File: config.mk
export PLATFORM = sky130hd
export DESIGN_NAME = adder_nbit_serial
export DESIGN_NICKNAME = d
export VERILOG_FILES = /design/src/rtl/adder_nbit_serial.sv
export SDC_FILE = /design/constraint.sdc
export NUM_CORES = 1
export LEC_CHECK = 0
export BUFFER_PORTS_ARGS = -buffer_cell sky130_fd_sc_hd__buf_2
export CAP_MARGIN = 20
export CORE_MARGIN = 3
export CORE_UTILIZATION = 44
export DETAILED_ROUTE_END_ITERATION = 7
export PLACE_DENSITY_LB_ADDON = 0.12
export REMOVE_ABC_BUFFERS = 1
export SETUP_SLACK_MARGIN = 0.5
export SLEW_MARGIN = 30
export SYNTH_ARGS = -nofsm -noshare
export SYNTH_HDL_FRONTEND = slang
export SYNTH_SLANG_ARGS = --single-unit
File: constraint.sdc
create_clock -name clk -period 2.8 [get_ports clk]
set_input_delay 0.14 -clock clk [delete_from_list [all_inputs] [get_ports clk]]
set_output_delay 0.14 -clock clk [all_outputs]
set_load 0.02 [all_outputs]
File: src/rtl/adder_nbit_serial.sv
// Multi-cycle adder: sum = a + b + cin, processed CHUNK bits per cycle, LSB chunk first,
// with operands and results exchanged on valid/ready handshakes.
module adder_nbit_serial #(
  parameter int unsigned WIDTH = 8,
  parameter int unsigned CHUNK = 2
) (
  input  logic             clk,
  input  logic             rst,
  input  logic             in_valid,
  output logic             in_ready,
  input  logic [WIDTH-1:0] a,
  input  logic [WIDTH-1:0] b,
  input  logic             cin,
  output logic             out_valid,
  input  logic             out_ready,
  output logic [WIDTH:0]   sum,
  output logic             ovf
);

  localparam int unsigned NCHUNK = (CHUNK == 0) ? 1 : WIDTH / CHUNK;
  localparam int unsigned CntW   = (NCHUNK > 1) ? $clog2(NCHUNK) : 1;

  if (WIDTH < 1 || CHUNK < 1 || CHUNK > WIDTH || (WIDTH % CHUNK) != 0) begin : gen_param_check
    $fatal(1, "adder_nbit_serial: illegal WIDTH/CHUNK combination");
  end

  typedef enum logic [1:0] {StIdle, StRun, StDone} state_e;

  state_e           state_q, state_d;
  logic [WIDTH-1:0] a_q, a_d;
  logic [WIDTH-1:0] b_q, b_d;
  logic [WIDTH-1:0] acc_q, acc_d;
  logic [WIDTH:0]   sum_q, sum_d;
  logic [CntW-1:0]  cnt_q, cnt_d;
  logic             carry_q, carry_d;
  logic             ovf_q, ovf_d;
  logic             in_ready_q, in_ready_d;
  logic             out_valid_q, out_valid_d;

  logic [CHUNK-1:0] chunk_sum;
  logic             chain_cout;
  logic             msb_cin;

  // Ripple chain of CHUNK full-adder slices over the low bits of the operand shifters.
  always_comb begin
    logic c;
    c         = carry_q;
    chunk_sum = '0;
    msb_cin   = 1'b0;
    for (int i = 0; i < int'(CHUNK); i++) begin
      msb_cin      = c;
      chunk_sum[i] = a_q[i] ^ b_q[i] ^ c;
      c            = (a_q[i] & b_q[i]) | (c & (a_q[i] ^ b_q[i]));
    end
    chain_cout = c;
  end

  always_comb begin
    state_d     = state_q;
    a_d         = a_q;
    b_d         = b_q;
    acc_d       = acc_q;
    sum_d       = sum_q;
    cnt_d       = cnt_q;
    carry_d     = carry_q;
    ovf_d       = ovf_q;
    in_ready_d  = in_ready_q;
    out_valid_d = out_valid_q;
    unique case (state_q)
      StIdle: begin
        if (in_valid) begin
          a_d        = a;
          b_d        = b;
          carry_d    = cin;
          cnt_d      = '0;
          in_ready_d = 1'b0;
          state_d    = StRun;
        end
      end
      StRun: begin
        // Result bits enter from the MSB side so the LSB chunk ends up at bit 0.
        acc_d   = WIDTH'({chunk_sum, acc_q} >> CHUNK);
        a_d     = a_q >> CHUNK;
        b_d     = b_q >> CHUNK;
        carry_d = chain_cout;
        cnt_d   = cnt_q + 1'b1;
        if (cnt_q == CntW'(NCHUNK - 1)) begin
          sum_d       = {chain_cout, acc_d};
          ovf_d       = msb_cin ^ chain_cout;
          out_valid_d = 1'b1;
          state_d     = StDone;
        end
      end
      StDone: begin
        if (out_ready) begin
          out_valid_d = 1'b0;
          in_ready_d  = 1'b1;
          state_d     = StIdle;
        end
      end
      default: begin
        state_d     = StIdle;
        in_ready_d  = 1'b1;
        out_valid_d = 1'b0;
      end
    endcase
  end

  always_ff @(posedge clk or posedge rst) begin
    if (rst) begin
      state_q     <= StIdle;
      a_q         <= '0;
      b_q         <= '0;
      acc_q       <= '0;
      sum_q       <= '0;
      cnt_q       <= '0;
      carry_q     <= 1'b0;
      ovf_q       <= 1'b0;
      in_ready_q  <= 1'b1;
      out_valid_q <= 1'b0;
    end else begin
      state_q     <= state_d;
      a_q         <= a_d;
      b_q         <= b_d;
      acc_q       <= acc_d;
      sum_q       <= sum_d;
      cnt_q       <= cnt_d;
      carry_q     <= carry_d;
      ovf_q       <= ovf_d;
      in_ready_q  <= in_ready_d;
      out_valid_q <= out_valid_d;
    end
  end

  assign in_ready  = in_ready_q;
  assign out_valid = out_valid_q;
  assign sum       = sum_q;
  assign ovf       = ovf_q;

endmodule

==> run_results.csv <==
group,metric,value,unit
routing,avgRoutedWirePerCell,13.7,µm
flow_run,drv_cap,0,
timing,worst_clock_skew,4.82,ps
setup_path,critical_path_required,2970,ps
global_route,first_global_vias,1213,
floorplan,fp.dieW,68.9,µm
finish,area_growth,16.4,%
global_route,grt_util_all_layers,16.5,%
clock_tree,cts_max_level,2,
clock_tree,clkSlewWorstSetupHoldPaths,70,ps
logic_synthesis,yosysWarnings,0,
setup_path,worst_setup_path_end_kind,"register",
floorplan,start_util,46.5,%
pwr,power_frac_seq,40.4,%
timing,maxClockFrequency,583,MHz
timing,period_minus_slack,1720,ps
timing,setup_viol,0,
routing,vias,1287,
timing,tightestPinTransition,841,ps
clock_tree,clk_latency,290,ps
floorplan,ios,33,
clock_tree,cts_root_buffer,"clkbuf_8",
floorplan,fp.dieH,68.9,µm
place,port_buffers,32,
routing,drc,0,
logic_synthesis,synth_area_per_cell,10.7,µm²
pwr,internal_power,1.51,mW
pwr,irDropWorstVdd,0.435,mV
setup_path,cpMaxStageDelayCell,"nand2b_1",
setup_path,cpPeakStageDelay,520,ps
global_route,grt-ovfl-total,0,
setup_path,crit_fanout,20,
global_route,grt_max_degree,33,
setup_path,critPathMostFrequentCell,"buf_4",
worst_hold_path,min_path_type,"in2reg",
timing,relSlewSlack,43.6,%
timing,final.setup.tns,0,ps
place,gp_congestion,0.767,
logic_synthesis,synth_area,1740,µm²
logic_synthesis,syn_inst,163,
timing,min_period_over_period,61.3,%
place,place_hpwl,2340,µm
setup_path,worstPathArrival,1890,ps
logic_synthesis,seq_area_frac_synth,56.1,%
status,outcome,"finished, final reports clean",
floorplan,fp-row-count,22,
timing,maxSlewViolCount,0,
setup_path,path_cells,"buf_4 > nand2b_1 > buf_4 > o22ai_1 > nor2_1",
routing,firstDrtPassIters,4,
floorplan,core,3740,µm²
clock_tree,cts_resized,0,
finish,antenna_cells,0,
pwr,pwr-share-comb,44.4,%
clock_tree,clock_sinks,39,
floorplan,die-area,4750,µm²
clock_tree,cts_tree,"built",
pwr,p_leak,0.940,nW
pwr,clkPwrFrac,15.2,%
global_route,antenna_found_initial,0,
setup_path,crit_buf_inv,2,
clock_tree,cts_max_path_buffers,2,
timing,hold_viol_final,0,
timing,rsz0062_at_grt,"false",
routing,antenna_left,0,
setup_path,crit_type,"reg2reg",
finish,fin_nets,220,
clock_tree,cts_buffers,5,
pwr,power_density,1220,nW/µm²
logic_synthesis,synth_edf_count,0,
logic_synthesis,yosys_register_bits,39,
global_route,grt_pass1_wl,5640,µm
timing,whs,44.0,ps
routing,via_per_inst,5.27,
logic_synthesis,synth_cell_type_count,29,
pwr,p_sw_share,38.9,%
finish,drive_gt1_share,28.6,%
routing,drt_wl_total,3340,µm
logic_synthesis,synth_ff_type,"dfrtp_1",
finish,final_cell_mix,"38 x dfrtp_1, 32 x buf_2, 24 x nor3_1",
logic_synthesis,async_reset_ff_share,100,%
setup_path,start_kind,"register",
finish,layout_commonest_cell,"dfrtp_1",
pwr,power_switching,0.964,mW
setup_path,critPathTopFamily,"simple AND/OR/NAND/NOR gates",
routing,drt_iter0_markers,64,
finish,fillers,373,
-- logic make-up after synthesis --
group | count (synthesis) | share of synthesized area, %
AND/OR/NAND/NOR | 50 | 14.0
flip-flops | 39 | 56.1
adder cells (fa/ha/maj) | 3 | 3.02
AO/OA/AOI/OAI | 39 | 13.5
buffers and inverters | 20 | 5.53
XOR/XNOR | 1 | 0.503
multiplexers | 11 | 7.26
-- registers in the layout, indices dropped and copies added (netlist names) --
name / cells
a_q: 8
acc_q: 6
b_q: 8
carry_q: 1
cnt_q: 2
in_ready: 1
out_valid: 1
ovf: 1
state_q: 2
sum: 9
-- per-layer routing --
layer	part of all wire, %	vias to the layer above	GRT usage, %
met1	46	609	20.4
met2	48	29	26.9
met4	0.87	0	5.11
met3	5.5	3	5.83
met5	0	-	0
li1	-	646	-
-- area by class of cell --
type	count	area, µm²	share of cell area (%)
clock buffers	6	82.6	4.08
clock inverters	1	5.00	0.247
multi-input cells	104	667	32.9
repair buffers	37	200	9.88
well taps	48	60.1	2.96
inverters	9	33.8	1.67
flip-flops and latches	39	977	48.2
-- per-stage QoR --
stage               util, %  area, µm²  total power [mW]  cells  worst slack [ps]
global route           54.1       2030              2.69    244               890
finish                 54.1       2030              2.48    244              1080
CTS                    53.8       2020              2.51    243              1070
global placement       51.5       1930              2.09    236              1110
floorplan                 -       1680              1.79    152               957
detailed placement     51.5       1930              2.13    236              1080
-- power by group through the flow --
| stage | registers [mW] | clock network, mW | logic, mW |
|---|---|---|---|
| finish | 1.00 | 0.376 | 1.10 |
| CTS | 1.00 | 0.388 | 1.12 |
| global placement | 1.01 | 0 | 1.08 |
| global route | 1.04 | 0.408 | 1.24 |
| floorplan | 1.14 | 0 | 0.654 |
| detailed placement | 1.02 | 0 | 1.11 |
-- cell usage after synthesis, types with 2 or more instances --
| cell | number | area (µm²) |
|---|---|---|
| o32ai_1 | 4 | 35.0 |
| o21ai_0 | 18 | 90.1 |
| nor2_1 | 8 | 30.0 |
| inv_1 | 9 | 33.8 |
| dfrtp_1 | 38 | 951 |
| o22ai_1 | 12 | 75.1 |
| nand2b_1 | 3 | 18.8 |
| nor3_1 | 24 | 120 |
| nand2_1 | 11 | 41.3 |
| buf_4 | 2 | 15.0 |
| fa_1 | 2 | 40.0 |
| mux2_2 | 9 | 101 |
| clkbuf_1 | 3 | 11.3 |
| buf_2 | 5 | 25.0 |
-- final timing paths --
path                            start         end  slack [ps]  depth (start not counted)
setup / recovery           state_q[1]      b_q[5]        1080                          5
hold / removal              out_ready  state_q[1]          40                          2
hold reg to reg                sum[7]      sum[7]         470                          2
max in group asynchronous         rst      sum[2]        1700                          4
min in group asynchronous         rst      a_q[7]         460                          3
setup reg to reg           state_q[1]      b_q[5]        1080                          5
-- repair_timing --
action	in CTS	in global routing
hold endpoints to repair	0	22
hold buffers	0	1
setup buffers	0	0
No activity file was read; power rests on OpenSTA's default activity.
